File: config.mk
export PLATFORM = sky130hd
export DESIGN_NAME = code_serializer
export DESIGN_NICKNAME = d
export VERILOG_FILES = /design/src/rtl/fsm_pkg.sv /design/src/rtl/code_serializer.sv
export SDC_FILE = /design/constraint.sdc
export NUM_CORES = 1
export LEC_CHECK = 0
export CORE_UTILIZATION = 45
export CTS_CLUSTER_DIAMETER = 50
export DETAILED_ROUTE_END_ITERATION = 12
export GPL_TIMING_DRIVEN = 0
export PLACE_DENSITY = 0.68
export SLEW_MARGIN = 0
export SYNTH_ARGS = -nofsm -noshare
export SYNTH_HDL_FRONTEND = slang
export SYNTH_SLANG_ARGS = --single-unit
File: constraint.sdc
create_clock -name clk -period 2.15 [get_ports clk]
set_clock_uncertainty 0.05 [all_clocks]
set_input_delay 0.43 -clock clk [delete_from_list [all_inputs] [get_ports clk]]
set_output_delay 0.43 -clock clk [all_outputs]
set_load 0.02 [all_outputs]
File: src/rtl/fsm_pkg.sv
// Shared definitions for the code serializer.
// Contents:
//   state_t        : IDLE / SHIFT / GAP state encoding
//   DATA_W, LEN_W  : code data width (8) and length field width (4)
//   DEF_IDLE_LEVEL : default line level when no code bit is being sent
//   DEF_GAP_CYCLES : default number of idle cycles after each frame
//   clamp_len()    : maps a raw load length onto the legal range 0..DATA_W
package fsm_pkg;

  localparam int unsigned DATA_W         = 8;
  localparam int unsigned LEN_W          = 4;
  localparam bit          DEF_IDLE_LEVEL = 1'b1;
  localparam int unsigned DEF_GAP_CYCLES = 2;

  typedef enum logic [1:0] {
    ST_IDLE  = 2'd0,
    ST_SHIFT = 2'd1,
    ST_GAP   = 2'd2
  } state_t;

  // Lengths above DATA_W saturate to DATA_W.
  function automatic logic [LEN_W-1:0] clamp_len(input logic [LEN_W-1:0] len);
    if (len > LEN_W'(DATA_W)) begin
      return LEN_W'(DATA_W);
    end
    return len;
  endfunction

endpackage

File: src/rtl/code_serializer.sv
// Serializes a 1..8 bit code onto a single registered line, MSB of the
// selected field first, followed by a fixed number of idle gap cycles.
//
// Handshake: a load is taken on a posedge where load_valid and load_ready
// are both 1. load_ready is 1 exactly when the FSM is in IDLE; load_data and
// load_len are sampled only on that edge and ignored afterwards.
//
// Ports:
//   clk         : clock, all state updates on posedge
//   Reset       : asynchronous active-high reset
//   load_valid  : load request
//   load_ready  : block can accept a load this cycle
//   load_data   : code bits, bit (len-1) sent first
//   load_len    : number of bits to send (9..15 treated as 8)
//   a           : registered serial output, IDLE_LEVEL when not sending
//   busy        : state is SHIFT or GAP
//   done        : one-cycle pulse after the last bit (or after a len-0 load)
//   o_dbg_state : current FSM state, for observation only
module code_serializer
  import fsm_pkg::*;
#(
  parameter bit          IDLE_LEVEL = DEF_IDLE_LEVEL,
  parameter int unsigned GAP_CYCLES = DEF_GAP_CYCLES
) (
  input  logic              clk,
  input  logic              Reset,
  input  logic              load_valid,
  output logic              load_ready,
  input  logic [DATA_W-1:0] load_data,
  input  logic [LEN_W-1:0]  load_len,
  output logic              a,
  output logic              busy,
  output logic              done,
  output state_t            o_dbg_state
);

  state_t              r_state;
  logic [DATA_W-1:0]   r_shift;
  logic [LEN_W-1:0]    r_cnt;
  logic [LEN_W-1:0]    r_gap;
  logic                r_a;
  logic                r_done;

  state_t              w_state_next;
  logic [DATA_W-1:0]   w_shift_next;
  logic [LEN_W-1:0]    w_cnt_next;
  logic [LEN_W-1:0]    w_gap_next;
  logic                w_a_next;
  logic                w_done_next;
  logic                w_accept;
  logic [LEN_W-1:0]    w_eff_len;
  logic [2:0]          w_first_idx;

  assign w_eff_len   = clamp_len(load_len);
  assign w_first_idx = 3'(w_eff_len - 4'd1);
  assign load_ready  = (r_state == ST_IDLE);
  assign w_accept    = load_valid && load_ready;

  always_comb begin
    w_state_next = r_state;
    w_shift_next = r_shift;
    w_cnt_next   = r_cnt;
    w_gap_next   = r_gap;
    w_a_next     = IDLE_LEVEL;
    w_done_next  = 1'b0;
    case (r_state)
      ST_IDLE: begin
        if (w_accept) begin
          if (w_eff_len == '0) begin
            // Empty code: stay idle, just report completion.
            w_done_next = 1'b1;
          end else begin
            // The first bit goes straight to the output register; the
            // remaining N-1 bits are left-aligned in the shift register.
            w_state_next = ST_SHIFT;
            w_a_next     = load_data[w_first_idx];
            w_shift_next = load_data << (4'd9 - w_eff_len);
            w_cnt_next   = w_eff_len;
          end
        end
      end
      ST_SHIFT: begin
        // r_cnt holds the bits still to appear including the current one.
        if (r_cnt == 4'd1) begin
          w_done_next  = 1'b1;
          w_cnt_next   = '0;
          w_shift_next = '0;
          if (GAP_CYCLES == 0) begin
            w_state_next = ST_IDLE;
          end else begin
            w_state_next = ST_GAP;
            w_gap_next   = LEN_W'(GAP_CYCLES);
          end
        end else begin
          w_a_next     = r_shift[DATA_W-1];
          w_shift_next = {r_shift[DATA_W-2:0], 1'b0};
          w_cnt_next   = r_cnt - 4'd1;
        end
      end
      ST_GAP: begin
        if (r_gap <= 4'd1) begin
          w_state_next = ST_IDLE;
          w_gap_next   = '0;
        end else begin
          w_gap_next = r_gap - 4'd1;
        end
      end
      default: begin
        w_state_next = ST_IDLE;
        w_cnt_next   = '0;
        w_gap_next   = '0;
      end
    endcase
  end

  always_ff @(posedge clk or posedge Reset) begin
    if (Reset) begin
      r_state <= ST_IDLE;
      r_shift <= '0;
      r_cnt   <= '0;
      r_gap   <= '0;
      r_a     <= IDLE_LEVEL;
      r_done  <= 1'b0;
    end else begin
      r_state <= w_state_next;
      r_shift <= w_shift_next;
      r_cnt   <= w_cnt_next;
      r_gap   <= w_gap_next;
      r_a     <= w_a_next;
      r_done  <= w_done_next;
    end
  end

  assign a           = r_a;
  assign done        = r_done;
  assign busy        = (r_state != ST_IDLE);
  assign o_dbg_state = r_state;

endmodule

* After elaboration in Yosys (flattened, before gate mapping)
Cells that the tools add are included.
** Cells by class
- Add/sub/neg operators :: 4
- Order comparisons :: 3
- Eq/ne operators :: 7
- Shift operators :: 1
- Mux-type cells :: 29
- Bitwise operators :: 2
- Reduce and logical (&&, ||, !) cells :: 9
** Operators by type and width (number)
- $mux 4 :: 7
- $mux 8 :: 3
- $pmux 4 s3 :: 2
- $pmux 8 s2 :: 1
- $mux 1 :: 8
- $mux 2 :: 4
- $shl 8x4->8 :: 1
- $sub 4x1->4 const B :: 2
- $ne 2x2->1 const B :: 3
- $pmux 2 s3 :: 1
- $reduce_and 3->1 :: 2
- $eq 4x1->1 const B :: 1
- $gt 4x4->1 const B :: 1
- $le 4x1->1 const B :: 1
- $logic_not 4->1 :: 1
- $lt 3x4->1 const B :: 1
- $pmux 1 s2 :: 2
- $reduce_and 4->1 :: 1
- $reduce_bool 2->1 :: 2
- $sub 4x4->4 const A :: 1
- $bmux 1 s3 :: 1
- $sub 3x1->3 const B :: 1
- $eq 2x1->1 const B :: 1
- $eq 2x2->1 const B :: 1
- other kinds (5) :: 6
** Storage, ports and cells
- Register bits :: 20
- Output and inout bits :: 6
- Word-level logic and storage cells :: 61

* Logic depth before layout (Yosys ltp)
Gate-level depths: netlist of the first run.
- Depth in word-level cells :: 9
- Depth in mapped cells :: 10
- Mapped depth without buffers :: 8

* Least setup slack after synthesis of the first run
OpenSTA, ideal clock, no wires.
- Path type :: flip-flop to flip-flop
- Start point :: reg r_state[0] (netlist: o_dbg_state[0])
- End point :: reg r_cnt[3]
- Setup time :: 0.121 ns
- Arrival time :: 1.921 ns
- Slack :: 0.058 ns
- Stages on the path, launching flop included :: 10
- Buffers on the path :: 2
- Clock period less this slack :: 2.092 ns
- Cell sequence :: dfrtp_1 > inv_1 > ha_1 > clkbuf_1 > inv_1 > nand2_1 > nand2b_1 > buf_6 > nor2b_4 > a22o_1
** On the way
- Longest elaborated chain between the ends :: 4
- Elaborated cells on any way between the ends :: 9
- Classes of those cells :: eq/ne: 4; mux: 1; bitwise: 1; reduce/logical: 3
** Ends and longest elaborated chain
- start: declaration :: line code_serializer.sv:37 : state_t r_state;
- start signal: assignment :: line code_serializer.sv:125 : r_state <= w_state_next;
- $logic_not 2->1 (*) :: line code_serializer.sv:56 : assign load_ready = (r_state == ST_IDLE);
- net load_ready :: line code_serializer.sv:28 : output logic load_ready,
- $logic_and 1x1->1 :: line code_serializer.sv:57 : assign w_accept = load_valid && load_ready;
- $ne 2x1->1 (no line)
- $reduce_and 3->1 (no line)
- end signal: assignment :: line code_serializer.sv:127 : r_cnt <= w_cnt_next;
- end: declaration :: line code_serializer.sv:39 : logic [LEN_W-1:0] r_cnt;
The timed path passes the listed nets; every way through them passes the cells marked *.
A chain may end at the register's enable or synchronous reset.

* Worst setup path after layout of the first run
- Start point :: in load_len[3]
- End point :: reg r_cnt[3]
** On the way
- Longest elaborated chain between the ends :: 6
- Elaborated cells on any way between the ends :: 9
- Classes of those cells :: order compare: 1; eq/ne: 1; mux: 5; reduce/logical: 2
** Ends and longest elaborated chain
- start: declaration :: line code_serializer.sv:30 : input logic [LEN_W-1:0] load_len,
- $gt 4x4->1 :: line fsm_pkg.sv:23 : if (len > LEN_W'(DATA_W)) begin
- $mux 1 :: line fsm_pkg.sv:23
- $mux 4 (*) :: line fsm_pkg.sv:26 : return len;
- $logic_not 4->1 or $mux 4 (tied branches) :: line code_serializer.sv:69 : if (w_eff_len == '0) begin
- $ne 2x2->1 (no line) or $mux 4 (tied branches)
- $reduce_and 3->1 (no line) or $pmux 4 s3 (tied branches)
Every way passes the cells marked *; elsewhere a longest branch is shown, timed or not. The select of a mux whose other input is x is not followed.

==> results of run 1 <==
-- layer usage --
layer	part of all wire, %	wire length [um]	up-vias
li1	-	-	695
met1	44	1590	678
met2	51	1820	32
met3	4.5	160	4
met4	0.58	21	0
met5	0	0	-
-- cells in the mapped netlist (3+ instances only) --
master / number / area share (%)
nand2b_1: 4 / 1.7
o22ai_1: 5 / 2.1
o21ai_0: 10 / 3.3
nor2b_1: 3 / 1.2
clkbuf_1: 6 / 1.5
dfrtp_1: 19 / 32
mux2i_1: 8 / 5.3
a22o_1: 3 / 1.7
nor3_1: 8 / 2.7
a32oi_1: 3 / 1.7
a21oi_1: 17 / 5.6
inv_1: 14 / 3.5
nor2_1: 12 / 3.0
nand2_1: 20 / 5.0
ha_1: 8 / 6.6
-- power groups by stage --
| stage | clock network (W) | registers, W | logic [W] |
|---|---|---|---|
| after floorplan | 0 | 0.000636 | 0.000890 |
| after global routing | 0.000343 | 0.000637 | 0.00143 |
| after CTS | 0.000320 | 0.000614 | 0.00128 |
| after detailed placement | 0 | 0.000623 | 0.00126 |
| final | 0.000312 | 0.000617 | 0.00129 |
| after global placement | 0 | 0.000616 | 0.00122 |
-- kinds of logic (layout without fill, tap and decap cells) --
group                    count (synthesis)  in the layout  synth area share, %
AO/OA/AOI/OAI                           59             59                 25.9
flip-flops                              20             20                 33.3
multiplexers                             9              9                 6.06
buffers and inverters                   24             45                 6.64
AND/OR/NAND/NOR                         58             58                 19.8
adder cells (fa/ha/maj)                  8              8                 6.64
XOR/XNOR                                 3              3                 1.74
-- flip-flops by register name, summed over array words and instances, names as in the netlist --
register	cells
a	1
r_cnt	4
r_shift	8
o_dbg_state	2
r_gap	4
done	1
-- worst reg2reg max path: stages (launching register included) --
cell	delay, ps
dfrtp_1	440
inv_1	90
ha_1	350
inv_1	180
nor2_1	210
clkbuf_2	260
a22oi_1	120
a21oi_1	160
-- final timing paths --
path                                   to  slack, ps  cells past startpoint
setup reg to reg               r_shift[3]        210                      7
max in group asynchronous        r_gap[3]       1100                      2
hold reg to reg                r_shift[1]        500                      2
min in group clk               r_shift[1]        500                      2
hold / removal             o_dbg_state[0]        490                      2
setup / recovery                 r_cnt[3]        100                      7
-- stage by stage --
step / total power [W] / cells / setup WS (ps) / utilization, %
global placement: 0.00184 / 244 / -829 / 56.0
detailed placement: 0.00188 / 244 / -884 / 56.0
global route: 0.00241 / 246 / 7.79 / 59.5
floorplan: 0.00153 / 181 / 58.4 / -
CTS: 0.00222 / 246 / 0.165 / 58.1
finish: 0.00222 / 246 / 97.0 / 59.5
-- cell type report --
cell class              count  area [sq um]  share of cell area, %
inverters                  14          55.1                   2.96
multi-input cells         137           945                   50.7
well taps                  44          55.1                   2.96
repair buffers             20           206                   11.1
flip-flops and latches     20           502                   26.9
clock inverters             1          30.0                   1.61
plain buffers               7          46.3                   2.49
clock buffers               3          22.5                   1.21
-- repair_timing --
| action | CTS | global route |
|---|---|---|
| buffers inserted | 0 | 1 |
| gates cloned | 0 | 0 |
| endpoints found under the setup margin | 9 | 17 |
| pin swaps | 1 | 1 |
| resized for setup | 9 | 15 |
==> metrics.md, run 1 <==
| Metric | Value |
|---|---|
| Netlist Area Pre-Place | `between 1500 and 2000 sq um` |
| Met1 GRT Util | `between 20% and 30%` |
| Design area | `between 1500 and 2000 sq um` |
| Worst-path fanout max | `17` |
| Slowest Stage Delay on Critical Path | `520 ps` |
| Logic gate share of total power | `about three fifths` |
| H-tree depth | `1` |
| Final Cycle Share | `between 90% and 100%` |
| Post-synth EDFFs | `0` |
| Routability Congestion | `around 0.86` |
| Syn nets | `204` |
| Worst R2R Start | `o_dbg_state[1]` |
| Rows | `20` |
| DRC | `0` |
| Top_reg_cell synth | `dfrtp_1` |
| Rel. slew slack | `between 50 and 60%` |
| Commonest non-fill, non-tap cell in the layout | `nand2_1` |
| Grt ovf | `0` |
| Fillcell total | `around 290` |
| Vias in the first global route | `approximately 1300` |
| Port Buffer Count | `19` |
| Placed Area | `between 1500 and 2000 sq um` |
| Busiest grt layer | `met2` |
| Cell-internal power | `approximately 0.0013 W` |
| DR pass1 iterations | `4` |
| Critical path endpoint category | `flip-flop` |
| CTS tree | `done` |
| M2 GR Usage | `between 30% and 40%` |
| TNS Setup | `0 ps` |
| Status | `completed` |
| Post-synth ARST share | `100%` |
| Clk_lat worst skew | `300 ps` |
| Crit-path cells | `clkdlybuf4s50_1 > or4_4 > nor2b_4 > nand2b_1 > buf_6 > nor2b_4 > a22o_1` |
| Post-synthesis sequential element count | `20` |
| Synth unique cells | `44` |
| Mean post-synth cell area | `8.33 sq um` |
| Highest-count cells in the layout ignoring fill and taps | `nand2_1, dfrtp_1, a21oi_1` |
| Final Hold Fails | `0` |
| TritonCTS Buffers | `3` |
| Setup CP Type | `input port to flip-flop` |
| Hold Buf Count CTS | `0` |
| Startpoint Class | `input port` |
| Cell family with the largest share of critical-path delay | `simple AND/OR/NAND/NOR gates` |
| P per Cell Area | `around 1200 nW/um^2` |
| Max Cap Viol | `0` |
| Hold/Removal Path Class | `input port to async pin` |
| Clock Sinks | `20` |
| Hold WS | `between 400 and 500 ps` |
| Detail Route Antenna Nets | `0` |
| Period minus WS final | `2050 ps` |
| F_max | `487 MHz` |
| Fin nets | `226` |
| Sequential Power Share | `27.8%` |
| N_diodes | `0` |
| WL per Instance | `14.6 um` |
| VDD IR max | `between 0.6 and 0.7 mV` |
| Layout area overhead | `23.5%` |
| Critical Path Source | `load_len[3]` |
| CP arrival | `around 2200 ps` |
| Io pins | `21` |
| Via-per-instance ratio | `5.73` |
| Ys Warns | `0` |
| Clock root cell | `clkbuf_4` |
| Slowest cell on crit path | `or4_4` |
| Clock buffer depth | `2` |
| GR Util All Layers | `22.2%` |
| First-pass GRT wire length | `6.00 mm` |
| Seq/Total Area, Yosys | `between 30% and 40%` |
| RSZ-0062 raised after global routing | `false` |
| Initial antenna violation count | `0` |
| CORE AREA | `about 3100 sq um` |
| Clock power share | `about 14%` |
| Fraction of layout cells with a size suffix above 1 | `a little under an eighth` |
| GR Layer Usage met3 | `4.76%` |
| CP most frequent cell | `nor2b_4` |
| Buf/Inv on CP | `2` |
| Die height | `59.9 um` |
| HPWL Detailed | `2.74 mm` |
| 1st-iter DRT viols | `62` |
| Die width | `59.9 um` |
| Max-slew violations | `0` |
| Slew @ Worst Pin | `743 ps` |
| Die ar. | `3590 sq um` |
| Leakage | `0.818 nW` |
| Setup violators final | `0` |
| Sw Share | `43.0%` |
| WP data required | `2310 ps` |
| Post-Syn Instances | `181` |
| Via count | `around 1400` |
| Pin count of the biggest net entering global routing | `21` |
| Sw Pwr | `0.000952 W` |
| Initial core utilization | `48.2%` |
| Wirelength, routed | `3.59 mm` |
| Worst-path clk slew | `120 ps` |
Power figures use the tool's default switching activity.
==> run 2: changes to the inputs <==
--- a/config.mk
+++ b/config.mk
@@ -5,11 +5,11 @@
 export SDC_FILE = /design/constraint.sdc
 export NUM_CORES = 1
 export LEC_CHECK = 0
-export CORE_UTILIZATION = 45
+export CORE_UTILIZATION = 54
 export CTS_CLUSTER_DIAMETER = 50
 export DETAILED_ROUTE_END_ITERATION = 12
 export GPL_TIMING_DRIVEN = 0
-export PLACE_DENSITY = 0.68
+export PLACE_DENSITY = 0.79
 export SLEW_MARGIN = 0
 export SYNTH_ARGS = -nofsm -noshare
 export SYNTH_HDL_FRONTEND = slang
==> run 2 against run 1 <==
Effect of this change:
- via count rose by 4.0%
- register-to-register slack got worse by 110 ps
- final area fell by 1.7%
- largest cell class unchanged
- critical endpoint is now busy
==> metrics.md, run 2 (synthesis gave the netlist of run 1 again) <==
| Metric | Value |
|---|---|
| Via-per-instance ratio | `6.29` |
| Vias in the first global route | `approximately 1400` |
| Rel. slew slack | `between 50% and 60%` |
| Dpl ws | `-790 ps` |
| F_max | `478 MHz` |
| Hold/Removal Path Class | `input port to async pin` |
| First-pass GRT wire length | `~5.9 mm` |
| Highest-count cells in the layout ignoring fill and taps | `nand2_1, dfrtp_1, a21oi_1` |
| VDD IR max | `0.837 mV` |
| Clock root cell | `clkbuf_4` |
| Logic gate share of total power | `61.9%` |
| Setup violators final | `0` |
| Final Hold Fails | `0` |
| Clk_lat worst skew | `between 300 and 400 ps` |
| Critical path endpoint category | `primary output` |
| CTS tree | `done` |
| Cell-internal power | `0.00116 W` |
| Rows | `18` |
| Worst-path clk slew | `120 ps` |
| TritonCTS Buffers | `3` |
| Design area | `between 1500 and 2000 sq um` |
| Setup ws final | `60.1 ps` |
| Clock Sinks | `20` |
| Fillcell total | `211` |
| GR Util All Layers | `27.9%` |
| Pin count of the biggest net entering global routing | `21` |
| Status | `completed` |
| Fin nets | `around 230` |
| Routability Congestion | `roughly 0.86` |
| Commonest non-fill, non-tap cell in the layout | `nand2_1` |
| DRC | `0` |
| Initial core utilization | `58.7%` |
| CP arrival | `1610 ps` |
| H-tree depth | `1` |
| Final Cycle Share | `around 97%` |
| Placed Area | `1740 sq um` |
| Sw Share | `45.9%` |
| Sw Pwr | `0.000987 W` |
| Port Buffer Count | `19` |
| Slew @ Worst Pin | `747 ps` |
| Die ar. | `3010 sq um` |
| Leakage | `0.814 nW` |
| Max reg flops | `8` |
| Sequential Power Share | `between 20% and 30%` |
| WP data required | `1670 ps` |
| Max-slew violations | `0` |
| Hold Buf Count CTS | `0` |
| Initial antenna violation count | `0` |
| Grt ovf | `0` |
| Via count | `between 1000 and 1500` |
| Clock buffer depth | `2` |
| Io pins | `21` |
| Wirelength, routed | `3.75 mm` |
| Setup CP Type | `flip-flop to primary output` |
| Layout area overhead | `21.3%` |
| Max Cap Viol | `0` |
| Die height | `approximately 55 um` |
| Period minus WS final | `2090 ps` |
| TNS Setup | `0 ps` |
| WL per Instance | `16.1 um` |
| P per Cell Area | `1180 nW/um^2` |
| HPWL Detailed | `2.85 mm` |
| Startpoint Class | `flip-flop` |
| CORE AREA | `2570 sq um` |
| Top flop regs | `r_shift x8, r_cnt x4, r_gap x4` |
| PnR Total Power | `roughly 0.0022 W` |
| Die width | `54.8 um` |
| N_diodes | `0` |
| Worst-path fanout max | `8` |
| DR pass1 iterations | `4` |
| Biggest register | `r_shift` |
| Detail Route Antenna Nets | `0` |
| Clock power share | `under 10%` |
| Post-layout util | `a little under three quarters` |
| 1st-iter DRT viols | `66` |
| Fraction of layout cells with a size suffix above 1 | `between 10% and 20%` |
==> run 2: cell count changes in the layout (fill, tap and decap cells not counted), sizes merged <==
cell | before | now
bufinv | 1 | 0
buf | 5 | 7
==> run 2: worst max-delay path, stage by stage, from the launching register on <==
cell and delay [ps]:
dfrtp_1 430, inv_1 90, ha_1 210, buf_2 180, inv_2 120, clkdlybuf4s15_2 270
==> run 2: what timing repair did <==
action,in CTS,in global routing
endpoints found under the setup margin,9,16
buffers inserted,0,1
hold endpoints to repair,0,0
resized for setup,13,12
pin swaps,0,0
==> run 2: path summary, 6_finish.rpt <==
kind                       depth (start not counted)  slack, ps      startpoint             end
min in group clk                                   2        490      r_shift[4]      r_shift[4]
max in group asynchronous                          2       1090           Reset      r_shift[7]
setup reg to reg                                   7        100  o_dbg_state[1]  o_dbg_state[0]
hold reg to reg                                    2        490      r_shift[4]      r_shift[4]
setup / recovery                                   5         60  o_dbg_state[0]            busy
hold / removal                                     2        490           Reset        r_gap[0]
==> run 2: per-layer routing <==
metal  share of wire, %  GRT usage [%]  up-vias  wire, um
li1                   -              -      702         -
met1                 44           34.6      693      1630
met2                 50           48.0       56      1860
met3                4.9           4.17       14       182
met4                2.1           10.3        0        78
met5                  0              0        -         0
==> run 2: power groups by stage <==
stage          sequential [W]  clock, W  combinational, W
6_report             0.000623  0.000197           0.00133
4_1_cts              0.000615  0.000202           0.00129
5_1_grt              0.000639  0.000211           0.00147
2_1_floorplan        0.000636         0          0.000890
3_3_place_gp         0.000616         0           0.00122
3_5_place_dp         0.000625         0           0.00127
==> run 2: cell type report <==
type	count	area, sq um	area share (%)
clock buffers	4	26.3	1.44
repair buffers	20	206	11.3
well taps	30	37.5	2.05
plain buffers	8	52.6	2.87
multi-input cells	137	952	52.1
inverters	14	52.6	2.87
flip-flops and latches	20	502	27.4
==> run 2: stage by stage <==
stage / hold slack [ps] / cells
2_1_floorplan: 343 / 181
3_3_place_gp: 465 / 230
3_5_place_dp: 471 / 230
4_1_cts: 498 / 232
5_1_grt: 534 / 233
6_report: 488 / 233
==> run 3: changes to the inputs <==
==> constraint.sdc (replaced) <==
create_clock -name clk -period 2.15 [get_ports clk]
set_clock_uncertainty 0.05 [all_clocks]
set_input_delay 0.5375 -clock clk [delete_from_list [all_inputs] [get_ports clk]]
set_output_delay 0.5375 -clock clk [all_outputs]
set_load 0.02 [all_outputs]
==> run 3 against run 2 <==
Effect of this change:
- cell count grew 0.86%
- sequential share of layout area down 0.61 points
- sequential cell count unchanged
- first-iteration DRC count did not move
- worst hold slack better by 9.4 ps
- critical path depth did not move
- clock power grew 60%
- via count up 0.34%
- critical endpoint unchanged
- highest routed layer unchanged
==> metrics.md, run 3 (synthesis gave the netlist of run 1 again) <==
| Metric | Value |
|---|---|
| Status | `completed` |
| Detail Route Antenna Nets | `0` |
| PnR Total Power | `0.00224 W` |
| P per Cell Area | `1200 nW/um^2` |
| Period minus WS final | `2080 ps` |
| Critical path endpoint category | `primary output` |
| Die ar. | `~3000 sq um` |
| CP arrival | `1490 ps` |
| Startpoint Class | `flip-flop` |
| DR pass1 iterations | `4` |
| Slew @ Worst Pin | `773 ps` |
| Port Buffer Count | `19` |
| WHS Path Cells | `2` |
| Final Cycle Share | `96.7%` |
| Fraction of layout cells with a size suffix above 1 | `14.1%` |
| Clock buffer depth | `2` |
| Post-layout util | `between 70% and 80%` |
| GR Util All Layers | `28.4%` |
| Via-per-instance ratio | `6.26` |
| F_max | `481 MHz` |
| Highest-count cells in the layout ignoring fill and taps | `nand2_1, dfrtp_1, a21oi_1` |
| TritonCTS Buffers | `3` |
| Initial antenna violation count | `0` |
| Initial core utilization | `58.7%` |
| FF-to-FF setup slack | `160 ps` |
| HPWL Detailed | `~2.8 mm` |
| Worst R2R Start | `o_dbg_state[1]` |
| VDD IR max | `0.840 mV` |
| Hold wc startpoint | `r_shift[3]` |
| Placed Cells | `between 200 and 250` |
| DRC | `0` |
| First-pass GRT wire length | `6.04 mm` |
| Die height | `54.8 um` |
| Worst-path clk slew | `120 ps` |
| Max Cap Viol | `0` |
| Reg2reg path depth | `7` |
| Top flop regs | `r_shift x8, r_cnt x4, r_gap x4` |
| Leakage | `0.825 nW` |
| Layout area overhead | `24.1%` |
| Pin count of the biggest net entering global routing | `21` |
| N_diodes | `0` |
| CORE AREA | `between 2000 and 3000 sq um` |
| Fin nets | `229` |
| Rows | `18` |
| CTS tree | `done` |
| Max-slew violations | `0` |
| Hold/Removal Path Class | `flip-flop to flip-flop` |
| Clk_lat worst skew | `310 ps` |
| Final Hold Fails | `0` |
| Grt ovf | `0` |
| Biggest register | `r_shift` |
| Clock Sinks | `20` |
| Hold EP | `r_shift[3]` |
| Worst-path fanout max | `8` |
| Setup CP Type | `flip-flop to primary output` |
| Final cell count without fillers | `~240` |
| H-tree depth | `1` |
| Setup violators final | `0` |
| Io pins | `21` |
| Via count | `1470` |
| Wirelength, routed | `3.76 mm` |
| 1st-iter DRT viols | `66` |
| Max reg flops | `8` |
| Die width | `54.8 um` |
| Rel. slew slack | `slightly below 50%` |
| Capture point of the worst reg-to-reg path | `r_cnt[2]` |
| Routability Congestion | `0.881` |
| Vias in the first global route | `around 1400` |
| WP data required | `1560 ps` |
| WL per Instance | `16.0 um` |
| Clock root cell | `clkbuf_4` |
## run 3: final cells by class
| cell class | instances | area [sq um] |
|---|---|---|
| Multi-Input combinational cell | 137 | 962 |
| Fill cell | 193 | 697 |
| Sequential cell | 20 | 502 |
| Timing Repair Buffer | 22 | 206 |
| Buffer | 8 | 55.1 |
| Inverter | 14 | 55.1 |
| Tap cell | 30 | 37.5 |
| Clock inverter | 1 | 30.0 |
| Clock buffer | 3 | 22.5 |
## run 3: power breakdown
group          switching, W  internal [W]
Sequential        0.0000966      0.000524
Clock              0.000127      0.000188
Combinational      0.000755      0.000554
Total              0.000979       0.00127
## run 3: worst max path at each step
stage / start / end / slack, ps / cells past startpoint
2_1_floorplan: load_len[3] / r_shift[1] / 50 / 9
3_3_place_gp: load_len[3] / r_shift[1] / -770 / 10
3_5_place_dp: load_len[3] / r_shift[1] / -800 / 10
4_1_cts: load_len[3] / r_shift[4] / 10 / 8
5_1_grt: o_dbg_state[0] / busy / -10 / 5
6_report: o_dbg_state[0] / busy / 70 / 5
## run 3: repair_timing
| action | in CTS | in global routing |
|---|---|---|
| endpoints found under the setup margin | 12 | 14 |
| pin swaps | 1 | 2 |
| resized for setup | 18 | 9 |
| hold buffers | 0 | 0 |
| setup buffers | 2 | 1 |
## run 3: layer usage
metal	global-route usage, %	wire length, um	part of all wire (%)	up-vias
li1	-	-	-	703
met1	36.1	1680	45	716
met2	48.0	1870	50	41
met3	3.89	157	4.2	10
met4	10.7	55	1.5	0
met5	0	0	0	-
## run 3: through the flow
stage	setup slack, ps	setup TNS, ps	instance area (sq um)	hold WS, ps
final	71.3	0	1870	498
after detailed placement	-805	-7590	1740	474
after CTS	10.1	0	1820	503
after global routing	-14.1	-14.1	1870	521
after floorplan	50.9	0	1510	427
after global placement	-768	-6990	1740	465
## run 3: worst max-delay path, stage by stage, from the launching register on
cell      delay (ps)
dfrtp_1          430
inv_1             80
ha_1             210
clkbuf_2         190
inv_4            110
buf_2            160
